==> src/rtl/retire_trace_emitter.sv <==
// retire_trace_emitter
//   Producer side of the CPU retire-trace interface. It samples the WB-stage
//   commit signals and classifies each retired instruction as NOP/branch,
//   REG, LOAD, STORE or HALT. Each instruction gets a 16-bit number, and the
//   record is queued in an internal FIFO. Sinks drain the FIFO through a
//   valid/ready stream.
//
//   Ports
//     clk, rst_n            clock, asynchronous active-low reset
//     retire, pc, regwrite, dst_reg, dst_data, memread, memwrite,
//     mem_addr, mem_data, hlt
//                           commit-side taps
//     rec_valid/rec_ready   record stream handshake
//     rec_kind, rec_inum, rec_pc, rec_reg, rec_a, rec_b
//                           head-of-FIFO record (all zero when empty)
//     rec_cycle             push-cycle stamp (TRACE_CYCLE_STAMP_EN only)
//     stall_req             registered almost-full request to the pipeline
//     overflow              sticky: a record was dropped
//     done                  HALT record has been accepted by the sink
//
//   Optional feature macro: TRACE_CYCLE_STAMP_EN. It adds a 32-bit
//   saturating cycle counter and the per-entry rec_cycle output.
module retire_trace_emitter #(
  parameter int unsigned DEPTH        = 8,
  parameter int unsigned AFULL_MARGIN = 2
) (
  input  logic        clk,
  input  logic        rst_n,
  input  logic        retire,
  input  logic [15:0] pc,
  input  logic        regwrite,
  input  logic [3:0]  dst_reg,
  input  logic [15:0] dst_data,
  input  logic        memread,
  input  logic        memwrite,
  input  logic [15:0] mem_addr,
  input  logic [15:0] mem_data,
  input  logic        hlt,
  output logic        rec_valid,
  input  logic        rec_ready,
  output logic [2:0]  rec_kind,
  output logic [15:0] rec_inum,
  output logic [15:0] rec_pc,
  output logic [3:0]  rec_reg,
  output logic [15:0] rec_a,
  output logic [15:0] rec_b,
`ifdef TRACE_CYCLE_STAMP_EN
  output logic [31:0] rec_cycle,
`endif
  output logic        stall_req,
  output logic        overflow,
  output logic        done
);

  localparam int unsigned AW = $clog2(DEPTH);
  localparam logic [AW:0] FULL_LVL  = DEPTH[AW:0];
  localparam logic [AW:0] AFULL_LVL = AW'(0) + (AW+1)'(DEPTH - AFULL_MARGIN);

  typedef enum logic [1:0] {S_RUN, S_DRAIN, S_DONE} state_e;
  typedef enum logic [2:0] {K_NOP, K_REG, K_LOAD, K_STORE, K_HALT} kind_e;

  typedef struct packed {
    logic [2:0]  kind;
    logic [15:0] inum;
    logic [15:0] pc;
    logic [3:0]  rreg;
    logic [15:0] a;
    logic [15:0] b;
`ifdef TRACE_CYCLE_STAMP_EN
    logic [31:0] cyc;
`endif
  } entry_t;

  entry_t        mem_q [DEPTH];
  entry_t        new_entry, head;
  logic [AW-1:0] wr_ptr_q, wr_ptr_d, rd_ptr_q, rd_ptr_d;
  logic [AW:0]   count_q, count_d;
  logic [15:0]   inum_q, inum_d;
  logic          stall_q, stall_d;
  logic          overflow_q, overflow_d;
  state_e        state_q, state_d;
  logic          empty, full, qualify, push, pop;
`ifdef TRACE_CYCLE_STAMP_EN
  logic [31:0]   cyc_q, cyc_d;
`endif

  assign head = mem_q[rd_ptr_q];

  always_comb begin
    empty      = (count_q == '0);
    full       = (count_q == FULL_LVL);
    pop        = !empty && rec_ready;
    qualify    = retire && (state_q == S_RUN);
    // A full FIFO still accepts a push when the head leaves in the same cycle.
    push       = qualify && (!full || pop);

    new_entry      = '0;
    new_entry.inum = inum_q;
    new_entry.pc   = pc;
`ifdef TRACE_CYCLE_STAMP_EN
    new_entry.cyc  = cyc_q;
`endif
    if (hlt) begin
      new_entry.kind = K_HALT;
    end else if (regwrite && memread) begin
      new_entry.kind = K_LOAD;
      new_entry.rreg = dst_reg;
      new_entry.a    = dst_data;
      new_entry.b    = mem_addr;
    end else if (regwrite) begin
      new_entry.kind = K_REG;
      new_entry.rreg = dst_reg;
      new_entry.a    = dst_data;
    end else if (memwrite) begin
      new_entry.kind = K_STORE;
      new_entry.a    = mem_addr;
      new_entry.b    = mem_data;
    end else begin
      new_entry.kind = K_NOP;
    end

    wr_ptr_d   = push ? wr_ptr_q + 1'b1 : wr_ptr_q;
    rd_ptr_d   = pop  ? rd_ptr_q + 1'b1 : rd_ptr_q;
    count_d    = count_q;
    if (push && !pop)      count_d = count_q + 1'b1;
    else if (pop && !push) count_d = count_q - 1'b1;
    stall_d    = (count_d >= AFULL_LVL);
    inum_d     = qualify ? inum_q + 1'b1 : inum_q;
    overflow_d = overflow_q || (qualify && !push);

`ifdef TRACE_CYCLE_STAMP_EN
    cyc_d = (cyc_q == '1) ? cyc_q : cyc_q + 1'b1;
`endif

    // A dropped HALT still moves to DRAIN; it never pops, so done stays low.
    state_d = state_q;
    case (state_q)
      S_RUN:   if (qualify && hlt) state_d = S_DRAIN;
      S_DRAIN: if (pop && head.kind == K_HALT) state_d = S_DONE;
      default: state_d = state_q;
    endcase
  end

  always_ff @(posedge clk or negedge rst_n) begin
    if (!rst_n) begin
      wr_ptr_q   <= '0;
      rd_ptr_q   <= '0;
      count_q    <= '0;
      inum_q     <= '0;
      stall_q    <= 1'b0;
      overflow_q <= 1'b0;
      state_q    <= S_RUN;
`ifdef TRACE_CYCLE_STAMP_EN
      cyc_q      <= '0;
`endif
    end else begin
      wr_ptr_q   <= wr_ptr_d;
      rd_ptr_q   <= rd_ptr_d;
      count_q    <= count_d;
      inum_q     <= inum_d;
      stall_q    <= stall_d;
      overflow_q <= overflow_d;
      state_q    <= state_d;
`ifdef TRACE_CYCLE_STAMP_EN
      cyc_q      <= cyc_d;
`endif
    end
  end

  // Storage needs no reset; outputs are masked while the FIFO is empty.
  always_ff @(posedge clk) begin
    if (push) mem_q[wr_ptr_q] <= new_entry;
  end

  always_comb begin
    rec_valid = !empty;
    rec_kind  = empty ? '0 : head.kind;
    rec_inum  = empty ? '0 : head.inum;
    rec_pc    = empty ? '0 : head.pc;
    rec_reg   = empty ? '0 : head.rreg;
    rec_a     = empty ? '0 : head.a;
    rec_b     = empty ? '0 : head.b;
`ifdef TRACE_CYCLE_STAMP_EN
    rec_cycle = empty ? '0 : head.cyc;
`endif
    stall_req = stall_q;
    overflow  = overflow_q;
    done      = (state_q == S_DONE);
  end

endmodule

==> config.mk <==
export PLATFORM = sky130hd
export DESIGN_NAME = retire_trace_emitter
export DESIGN_NICKNAME = d
export VERILOG_FILES = /design/src/rtl/retire_trace_emitter.sv
export SDC_FILE = /design/constraint.sdc
export NUM_CORES = 1
export LEC_CHECK = 0
export ABC_AREA = 1
export ABC_CLOCK_PERIOD_IN_PS = 18150
export BUFFER_PORTS_ARGS = -buffer_cell sky130_fd_sc_hd__buf_4
export CORE_MARGIN = 5
export CORE_UTILIZATION = 40
export CTS_CLUSTER_SIZE = 24
export DETAILED_ROUTE_END_ITERATION = 7
export PLACE_DENSITY = 0.58
export SLEW_MARGIN = 20
export SYNTH_ARGS = -nofsm -noshare
export SYNTH_HDL_FRONTEND = slang
export SYNTH_SLANG_ARGS = --single-unit
==> constraint.sdc <==
create_clock -name clk -period 18.15 [get_ports clk]
set_input_delay 2.7225 -clock clk [delete_from_list [all_inputs] [get_ports clk]]
set_output_delay 2.7225 -clock clk [all_outputs]
set_load 0.1 [all_outputs]
# Yosys cells after proc, flatten, opt, wreduce, memory -nomap -nowiden
# Memories as Yosys holds them, arrays and structs flattened.
# Index checks and enable logic that the tools add are counted.
[classes]
bitwise = 0
n_eq_ne = 6
n_lt_le_gt_ge = 1
n_mux = 23
div = 0
shifts = 0
mul = 0
n_addsub = 5
reduce_logical = 19
[op_table]
columns = ["cell", "count"]
rows = [
  ["$mux 16", 6],
  ["$mux 36", 2],
  ["$mux 32", 1],
  ["$add 16x1->16 const B", 1],
  ["$mux 4", 4],
  ["$mux 3", 4],
  ["$logic_and 1x1->1", 9],
  ["$add 3x1->3 const B", 2],
  ["$mux 2", 3],
  ["$add 4x1->4 const B", 1],
  ["$eq 4x4->1 const B", 1],
  ["$ge 4x3->1 const B", 1],
  ["$logic_not 1->1", 4],
  ["$logic_not 4->1", 1],
  ["$pmux 2 s2", 1],
  ["$sub 4x1->4 const B", 1],
  ["$eq 3x3->1 const B", 1],
  ["$reduce_and 3->1", 1],
  ["$eq 2x1->1 const B", 1],
  ["$eq 2x2->1 const B", 1],
  ["$logic_not 2->1", 1],
  ["$logic_or 1x1->1", 2],
  ["$mux 1", 2],
  ["$ne 2x1->1 const B", 1],
  ["other kinds (2)", 2],
]
[totals]
mem_count = 1
ramBits = 568
input_bits = 76
register_bits = 30
romBits = 0
latch_bits = 0
elab_cells = 62
[memory_table]
columns = ["name", "depth", "width", "read_ports", "rd_ports_with_merged_regs", "wr", "line", "text"]
rows = [
  ["mem_q", 8, 71, 1, 0, 1, "74", "entry_t mem_q [DEPTH];"],
]

# Logic depth before layout (Yosys ltp)
# Gate-level depths: netlist of run 1.
[depth]
word_depth = 10
mapped_depth = 11
depth_no_buf = 10

# Worst setup path after synthesis of run 1
# OpenSTA, ideal clock, no wires.
[synth_timing]
kind = "input port to flip-flop"
from = "in retire"
to = "mem mem_q[6][0] in the netlist's numbering, enable pin"
t_required_ns = 17.562
stages = 5
slack_ns = 9.325
path_buffers = 0
setup_time_ns = 0.588
t_arrival_ns = 8.237
path_cell_list = "nand3_1 > inv_1 > nand2_1 > or2_2 > nor3_1"
[synth_via]
elab_chain_cells = 4
[synth_rtl]
columns = ["item", "line", "text"]
rows = [
  ["start, declared", "29", "input logic retire,"],
  ["$logic_and 1x1->1", "93", "qualify = retire && (state_q == S_RUN);"],
  ["$logic_and 1x1->1", "95", "push = qualify && (!full || pop);"],
  ["$mux 1", "172", "if (push) mem_q[wr_ptr_q] <= new_entry;"],
  ["$mux 1 (not written as such)", "172", ""],
  ["end, declared", "74", ""],
]
# No other way between the ends.

# Worst setup path after layout of run 1
[layout_timing]
from = "reg rd_ptr_q[1]"
to = "out rec_inum[15]"
[layout_via]
elab_chain_cells = 2
[layout_rtl]
columns = ["item", "line", "text"]
rows = [
  ["start, declared", "76", "logic [AW-1:0] wr_ptr_q, wr_ptr_d, rd_ptr_q, rd_ptr_d;"],
  ["start signal, assigned", "158", "rd_ptr_q <= rd_ptr_d;"],
  ["$mem_v2 8x71", "-", ""],
  ["$mux 16", "178", "rec_inum = empty ? '0 : head.inum;"],
  ["end, declared", "42", "output logic [15:0] rec_inum,"],
]
# No other way between the ends.

==> run metrics, run 1 <==
run status finished, final reports clean; Num CTS Buffers 59; Cell Count, Final, Fillers Out 2857; mapped cell area 24000 um^2; Synth Instances 1930; Post-CTS Hold Fix Bufs 0; Synth area leaders edfxtp_1 71%, nor2_1 6.8%, o21ai_0 6.7%; Ports 151; crit end category output port; min Tclk post-route 6670 ps; H-tree levels 2; top cell type's share of synthesized area 71.08%; Hold Path Stages 1; Syn Area/Cell 12.43 um^2; Critical R2R Capture mem_q[5][11]; Clock Sinks 598; # nets final 2115; actual slew at the worst max-slew pin 1150 ps; GPL Wtd Cong 0.7835; Distinct cells, synth 28; required time of the worst setup path 15430 ps; fill count 5249; die area 64990 um^2; setup violators final 0; core area 59240 um^2; DR vias 15536; Max Freq 149.9 MHz; post-cts resize count 0; area grow syn2layout 15.64%; crit path launch type flop; share of post-route cells with drive strength above 1 13.10%; Initial Util 40.50%; commonest non-fill, non-tap cells in the layout 568 x edfxtp_1, 426 x nor2_1, 314 x o21ai_0, 168 x buf_4, 136 x o22ai_1; Clock Latency Late Sink 610 ps; row count 89; die width 254.9 um; Pre-Repair DR Iteration Count 5; wire length of the first global-routing pass 91.41 mm; Inst Count DP 2746; initial antenna violation count 0; global route overflow 0; Post-CTS Setup Inserts 0; Max Slew Vio Count 0; DR vias/cell 5.438; drt initial violations 1245; WHS 502.6 ps; ys flop type edfxtp_1; vias in the first global route 15173; Ys Warns 0; WL final 61.13 mm; r2r worst-path depth 8; Worst R2R Start state_q[0]; slew margin rel. 22.53%; reg-to-reg slack, setup 14430 ps; Yosys reg bits 598; Async SR Flop Fraction 5.017%; DRC viols 0; period utilisation layout 36.75%; drt wl/cell 21.40 um; hpwl dp 30.68 mm; HP Start overflow; unrepaired setup endpoints after global routing no; Clock Path Buffers 3; Hold EP overflow; post-synth top area cell edfxtp_1; Hold Violations, Final 0; diode count 0; syn nets 2011; Worst EP arrival 3950 ps; Tot GR Track Use 18.31%; clock root cell clkbuf_16; max-cap viol count 0; antenna viol nets, final 0; Die Y 254.9 um; commonest non-fill, non-tap cell in the layout edfxtp_1; Clock Skew 22.72 ps; Hold/Removal Path Class flop to flop; Critical Path Fanout Max 62; Buffers on Ports 150; Seq/Total Area, Yosys 74.21%; Worst-path clk slew 60 ps; largest net degree at the start of global routing 220; TNS Setup 0 ps; CTS tree done; CP Class flop to output port; number of synthesized flops with an enable pin 568
==> stage by stage <==
step / utilization (%) / setup WS [ps] / instance area (um^2)
finish: 46.84 / 11480 / 27750
global placement: 43.47 / 11660 / 25750
global route: 46.84 / 11070 / 27750
CTS: 46.83 / 11020 / 27740
floorplan: - / 9325 / 24000
detailed placement: 43.47 / 11680 / 25750
==> synthesized netlist by cell type, types with 14 or more instances <==
master    instances
nand3_1          64
inv_1            44
nor2_1          432
o21ai_0         319
nand2_1         103
o21ai_1          61
clkbuf_1         69
xor2_1           14
o22ai_1         136
edfxtp_1        568
buf_2            44
dfrtp_1          30
==> sequential cells by signal, indices dropped and copies added, names as in the netlist <==
signal / cells
rd_ptr_q: 3
inum_q: 16
overflow: 1
wr_ptr_q: 3
mem_q: 568
count_q: 4
stall_req: 1
state_q: 2
==> metal layers <==
metal | up-vias | wire length (um) | global-route usage (%)
met2 | 454 | 29940 | 30.69
li1 | 7223 | - | -
met5 | - | 0 | 0
met1 | 7776 | 26360 | 25.34
met3 | 83 | 3583 | 2.957
met4 | 0 | 1247 | 4.502
==> final cells by class <==
class / count / area (um^2) / share of cell area [%]
sequential: 598 / 17820 / 64.21
clock buffer: 75 / 1589 / 5.727
timing repair buffer: 170 / 1292 / 4.658
multi-input combinational: 1159 / 5493 / 19.80
inverter: 46 / 185.2 / 0.6674
clock inverter: 36 / 405.4 / 1.461
tap: 773 / 967.2 / 3.486
==> kinds of logic after synthesis <==
kind of cell,after synthesis,share of synthesized area [%]
buffers and inverters,173,3.160
AOI/OAI and AO/OA,523,11.66
adders and majority gates,5,0.2607
xor gates and xnor gates,18,0.6570
and+or+nand+nor,613,10.05
DFF,598,74.21
==> worst max-delay path: stages (launching register included) <==
cell	delay, ps
dfrtp_4	630
buf_4	660
buf_4	700
o21ai_0	190
o22ai_1	220
o21ai_1	80
nor2_1	400
buf_4	380
==> worst max-delay path by stage <==
stage | from | cells after the start | slack [ps] | to
floorplan | retire | 5 | 9330 | mem_q[6][0]
global placement | rd_ptr_q[0] | 7 | 11660 | rec_inum[2]
detailed placement | rd_ptr_q[0] | 7 | 11680 | rec_inum[2]
CTS | rd_ptr_q[0] | 7 | 11020 | rec_inum[2]
global route | rd_ptr_q[0] | 7 | 11070 | rec_inum[2]
finish | rd_ptr_q[1] | 7 | 11480 | rec_inum[15]
Power of run 1 is left out: the tool's default activity adds up to more than one toggle a clock period on the data nets, which glitch-free logic cannot reach.
==> run 2: changes to the inputs <==
ABC_AREA = 0   (was 1)
ABC_CLOCK_PERIOD_IN_PS = 5870   (was 18150)
PLACE_DENSITY = 0.61   (was 0.58)
clock period = 5.87 ns   (was 18.15 ns; I/O delays follow)
==> run 2 against run 1 <==
Net effect: worst hold slack got worse by 290 ps; worst setup slack got worse by 9800 ps; via count fell by 27%; clock skew about the same; utilization grew 0.16 points; synthesized cell count down 41%; critical path depth fell by 2; global-route usage fell by 2.5 points; cell area is 0.61% lower; largest cell class unchanged; highest routed layer unchanged.
==> run metrics, run 2 <==
DRC viols 0; most frequent cell after synthesis edfxtp_1; TNS Setup 0 ps; Post-CTS Hold Fix Bufs 0; Hold/Removal Path Class input port to asynchronous set/reset pin; Post-CTS Setup Inserts 0; max incr delay on CP 1020 ps; Die Y 252.6 um; commonest non-fill, non-tap cell in the layout edfxtp_1; Synth top cells by count 568 x edfxtp_1, 140 x mux4_2, 114 x nor2_1; crit path launch type flop; Worst EP arrival 3330 ps; Max Slew Vio Count 0; # nets final 1392; commonest non-fill, non-tap cells in the layout 568 x edfxtp_1, 176 x buf_4, 140 x mux4_2, 108 x nor2_1, 74 x mux2i_1; Clock Latency Late Sink 610 ps; drt initial violations 791; clock root cell clkbuf_16; max reg flops 568; Initial Util 40.10%; Worst R2R Start count_q[1]; most flop-heavy register mem_q; WL final 50.49 mm; syn nets 1215; CTS tree done; Pre-Repair DR Iteration Count 5; Tot GR Track Use 15.86%; DR vias/cell 5.328; Critical Path Stages 5; row count 89; GPL Wtd Cong 0.7205; beginning of the critical path rd_ptr_q[0]; min Tclk post-route 4207 ps; mapped cell area 23540 um^2; initial antenna violation count 1; largest registers mem_q (568), inum_q (16), count_q (4); Synth area leaders edfxtp_1 72%, mux4_2 13%, dfrtp_1 3.2%; antenna viol nets, final 0; Hold Violations, Final 0; unrepaired setup endpoints after global routing no; Yosys reg bits 598; Buffers on Ports 150; Synth Instances 1134; wire length of the first global-routing pass 77.09 mm; largest net degree at the start of global routing 69; post-cts resize count 0; number of synthesized flops with an enable pin 568; Worst Path Buf+Inv 2; die width 252.6 um; setup violators final 0; core area 58690 um^2; Seq/Total Area, Yosys 75.66%; CP Class flop to output port; Syn Area/Cell 20.75 um^2; top cell type's share of synthesized area 72.47%; Top delay family on crit path flip-flops; global route overflow 0; crit end category output port; actual slew at the worst max-slew pin 1103 ps; Worst-path clk slew 60 ps; slew margin rel. 26.48%; share of post-route cells with drive strength above 1 31.30%; post-synth top area cell edfxtp_1; Clock Path Buffers 3; max-cap viol count 0; required time of the worst setup path 4990 ps; period utilisation layout 71.67%; Distinct cells, synth 47; H-tree levels 2; die area 63790 um^2; Critical Path Fanout Max 46; diode count 0; area grow syn2layout 17.18%; run status finished, final reports clean; hpwl dp 29.34 mm; slowest CP cell dfrtp_4; Ys Warns 0; vias in the first global route 12172; Async SR Flop Fraction 5.017%; Clock Skew 22.80 ps; Cell Chain, Critical Path buf_4 -> mux4_2 -> mux2i_1 -> nor2_1 -> buf_4; r2r worst-path depth 7; Num CTS Buffers 59; Max Freq 237.7 MHz; ys flop type edfxtp_1; fill count 4904; Clock Sinks 598; Ports 151; most frequent CP cell buf_4; drt wl/cell 23.69 um; DR vias 11355
[run 2: cell types whose count changed after synthesis, moves of 49 or more]
cell and delta:
o22ai_1 -136, clkbuf_1 -49, o21ai_0 -317, mux2i_1 +74
nor2_1 -318, nand3_1 -54, mux4_2 +140, o21ai_1 -59
nand2_1 -89
[run 2: cells by family (layout without fill, tap and decap cells)]
family / after synthesis / after routing / synth area share [%]
flip-flops: 598 / 598 / 75.66
AND/OR/NAND/NOR: 175 / 175 / 3.477
buffers and inverters: 69 / 293 / 1.542
multiplexers: 216 / 216 / 16.64
AO/OA/AOI/OAI: 49 / 49 / 1.595
adder cells (fa/ha/maj): 5 / 5 / 0.2658
XOR/XNOR: 22 / 22 / 0.8187
[run 2: cell type report]
cell class	count	area [um^2]	area share, %
Multi-Input combinational cell	467	5446	19.75
Clock buffer	81	1640	5.948
Tap cell	773	967.2	3.507
Timing Repair Buffer	180	1401	5.081
Inverter	5	18.77	0.06805
Sequential cell	598	17820	64.61
Clock inverter	27	286.5	1.039
[run 2: path summary, 6_finish.rpt]
| path | endpoint | slack, ps |
|---|---|---|
| max in group asynchronous | rd_ptr_q[1] | 5280 |
| worst min-delay path | inum_q[2] | 220 |
| worst min register to register | overflow | 500 |
| min in group clk | overflow | 500 |
| worst max-delay path | rec_inum[9] | 1660 |
| worst max register to register | mem_q[7][3] | 2540 |
[run 2: metrics by stage]
step           instance area [um^2]  util [%]  cells  worst slack [ps]  hold WS [ps]
5_1_grt                       27580     46.99   2131              1307         226.9
6_report                      27580     46.99   2131              1663         216.8
3_5_place_dp                  25650     43.70   2023              2084         480.8
3_3_place_gp                  25650     43.70   2023              2061         475.7
2_1_floorplan                 23550         -   1134             621.6         480.5
4_1_cts                       27570     46.99   2131              1457         193.1
[run 2: per-layer routing]
metal / track usage, % / up-vias / share of wire, %
li1: - / 4977 / -
met1: 22.60 / 6020 / 44
met2: 26.24 / 311 / 49
met3: 2.645 / 47 / 5.6
met4: 3.210 / 0 / 1.3
met5: 0 / - / 0
[run 2: worst register-to-register path: stages, from the launching register on]
cell and delay, ps:
dfrtp_1 480, inv_1 100, ha_1 240, nor2b_1 230, a31oi_4 280, nand2_1 270
nor2_4 790, buf_4 560
Power of run 2 is left out for the same reason.
==> run 3: changes to the inputs <==
ABC_AREA = 1   (was 0)
ABC_CLOCK_PERIOD_IN_PS = 3700   (was 5870)
clock period = 3.7 ns   (was 5.87 ns; I/O delays follow)
==> run 3 against run 2 <==
Net effect: final cell count rose by 35%; critical path depth is 1 higher; register-to-register slack got worse by 1400 ps; wire length increased by 19%; worst setup slack worse by 1500 ps; first-iteration DRC count rose by 64%; sequential share of layout area fell by 0.95 points; die area rose by 1.9%; non-clock buffer count up 20; utilization up 0.24 points; critical path type unchanged; critical endpoint is now rec_inum[1]; largest cell class unchanged.
==> run metrics, run 3 (synthesis gave the netlist of run 1 again) <==
Register Area 17820 um^2; drt initial violations 1298; slew margin rel. 21.66%; Die Y 254.9 um; Ports 151; Clock Latency Late Sink 600 ps; initial antenna violation count 0; actual slew at the worst max-slew pin 1163 ps; Pre-Repair DR Iteration Count 5; wire length of the first global-routing pass 90.56 mm; run status finished, final reports clean; unrepaired setup endpoints after global routing no; period utilisation layout 94.46%; fill count 5299; Clock Sinks 598; Initial Util 40.50%; die area 64990 um^2; diode count 0; Hold Violations, Final 0; Buffers on Ports 150; Clock Skew 12.63 ps; Worst EP arrival 2940 ps; crit path launch type flop; Final Instance Area 27990 um^2; Max Freq 286.1 MHz; # nets final 2144; Area after DPL 26200 um^2; Critical Path Fanout Max 88; area grow syn2layout 16.63%; WHS 183.1 ps; share of post-route cells with drive strength above 1 14.10%; Tot GR Track Use 17.91%; DR vias 15673; Hold/Removal Path Class input port to flop; CTS tree done; DRC viols 0; hpwl dp 32.35 mm; most flop-heavy register mem_q; largest net degree at the start of global routing 198; die width 254.9 um; max reg flops 568; global route overflow 0; antenna viol nets, final 0; Num CTS Buffers 58; CP Class flop to output port; core area 59240 um^2; commonest non-fill, non-tap cell in the layout edfxtp_1; required time of the worst setup path 3140 ps; Clock Path Buffers 3; setup violators final 0; area occupied by multi-input gates 5528 um^2; row count 89; drt wl/cell 20.86 um; Worst-path clk slew 60 ps; largest registers mem_q (568), inum_q (16), count_q (4); Max Slew Vio Count 0; Post-CTS Setup Inserts 0; DR vias/cell 5.444; min Tclk post-route 3495 ps; H-tree levels 2; vias in the first global route 15336; GPL Wtd Cong 0.8435; crit end category output port; max-cap viol count 0; commonest non-fill, non-tap cells in the layout 568 x edfxtp_1, 417 x nor2_1, 313 x o21ai_0, 182 x buf_4, 136 x o22ai_1; TNS Setup 0 ps; clock root cell clkbuf_16; WL final 60.07 mm
run 3: repair_timing:
item,in CTS,in global routing
hold buffers,1,0
endpoints found under the hold margin,30,0
gates resized for setup,0,0
run 3: area by class of cell:
type	instances	share of cell area [%]
Clock inverter	24	0.6975
Clock buffer	79	5.651
Timing Repair Buffer	200	6.134
Sequential cell	598	63.66
Multi-Input combinational cell	1159	19.75
Tap cell	773	3.456
Inverter	46	0.6483
run 3: stage by stage:
stage	std cells	worst slack [ps]	util, %
3_3_place_gp	2775	835.6	44.22
4_1_cts	2879	185.0	47.24
3_5_place_dp	2775	844.3	44.22
6_report	2879	205.1	47.24
5_1_grt	2879	48.34	47.24
2_1_floorplan	1930	-1030	-
run 3: worst paths after layout:
path	from	endpoint	slack, ps	cells after the start
min in group asynchronous	rst_n	count_q[0]	420	2
min	pc[2]	mem_q[3][38]	180	1
min reg2reg	overflow	overflow	510	1
max	rd_ptr_q[0]	rec_inum[1]	210	6
max reg2reg	count_q[0]	mem_q[0][6]	1120	7
max in group asynchronous	rst_n	rd_ptr_q[1]	2950	2
run 3: metal layers:
layer  routed length (um)  track usage, %  vias up  share of wire (%)
li1                     -               -     7289                  -
met1                25600           24.13     7808                 43
met2                29680           30.64      481                 49
met3                 3500           2.815       95                5.8
met4                 1278           4.776        0                2.1
met5                    0               0        -                  0
run 3: critical path: stages, from the launching register on:
cell     delay (ps)
dfrtp_4         470
buf_4           710
o21ai_0         200
o22ai_1         180
o21ai_1          80
nor2_1          280
buf_4           360
Power of run 3 is left out for the same reason.
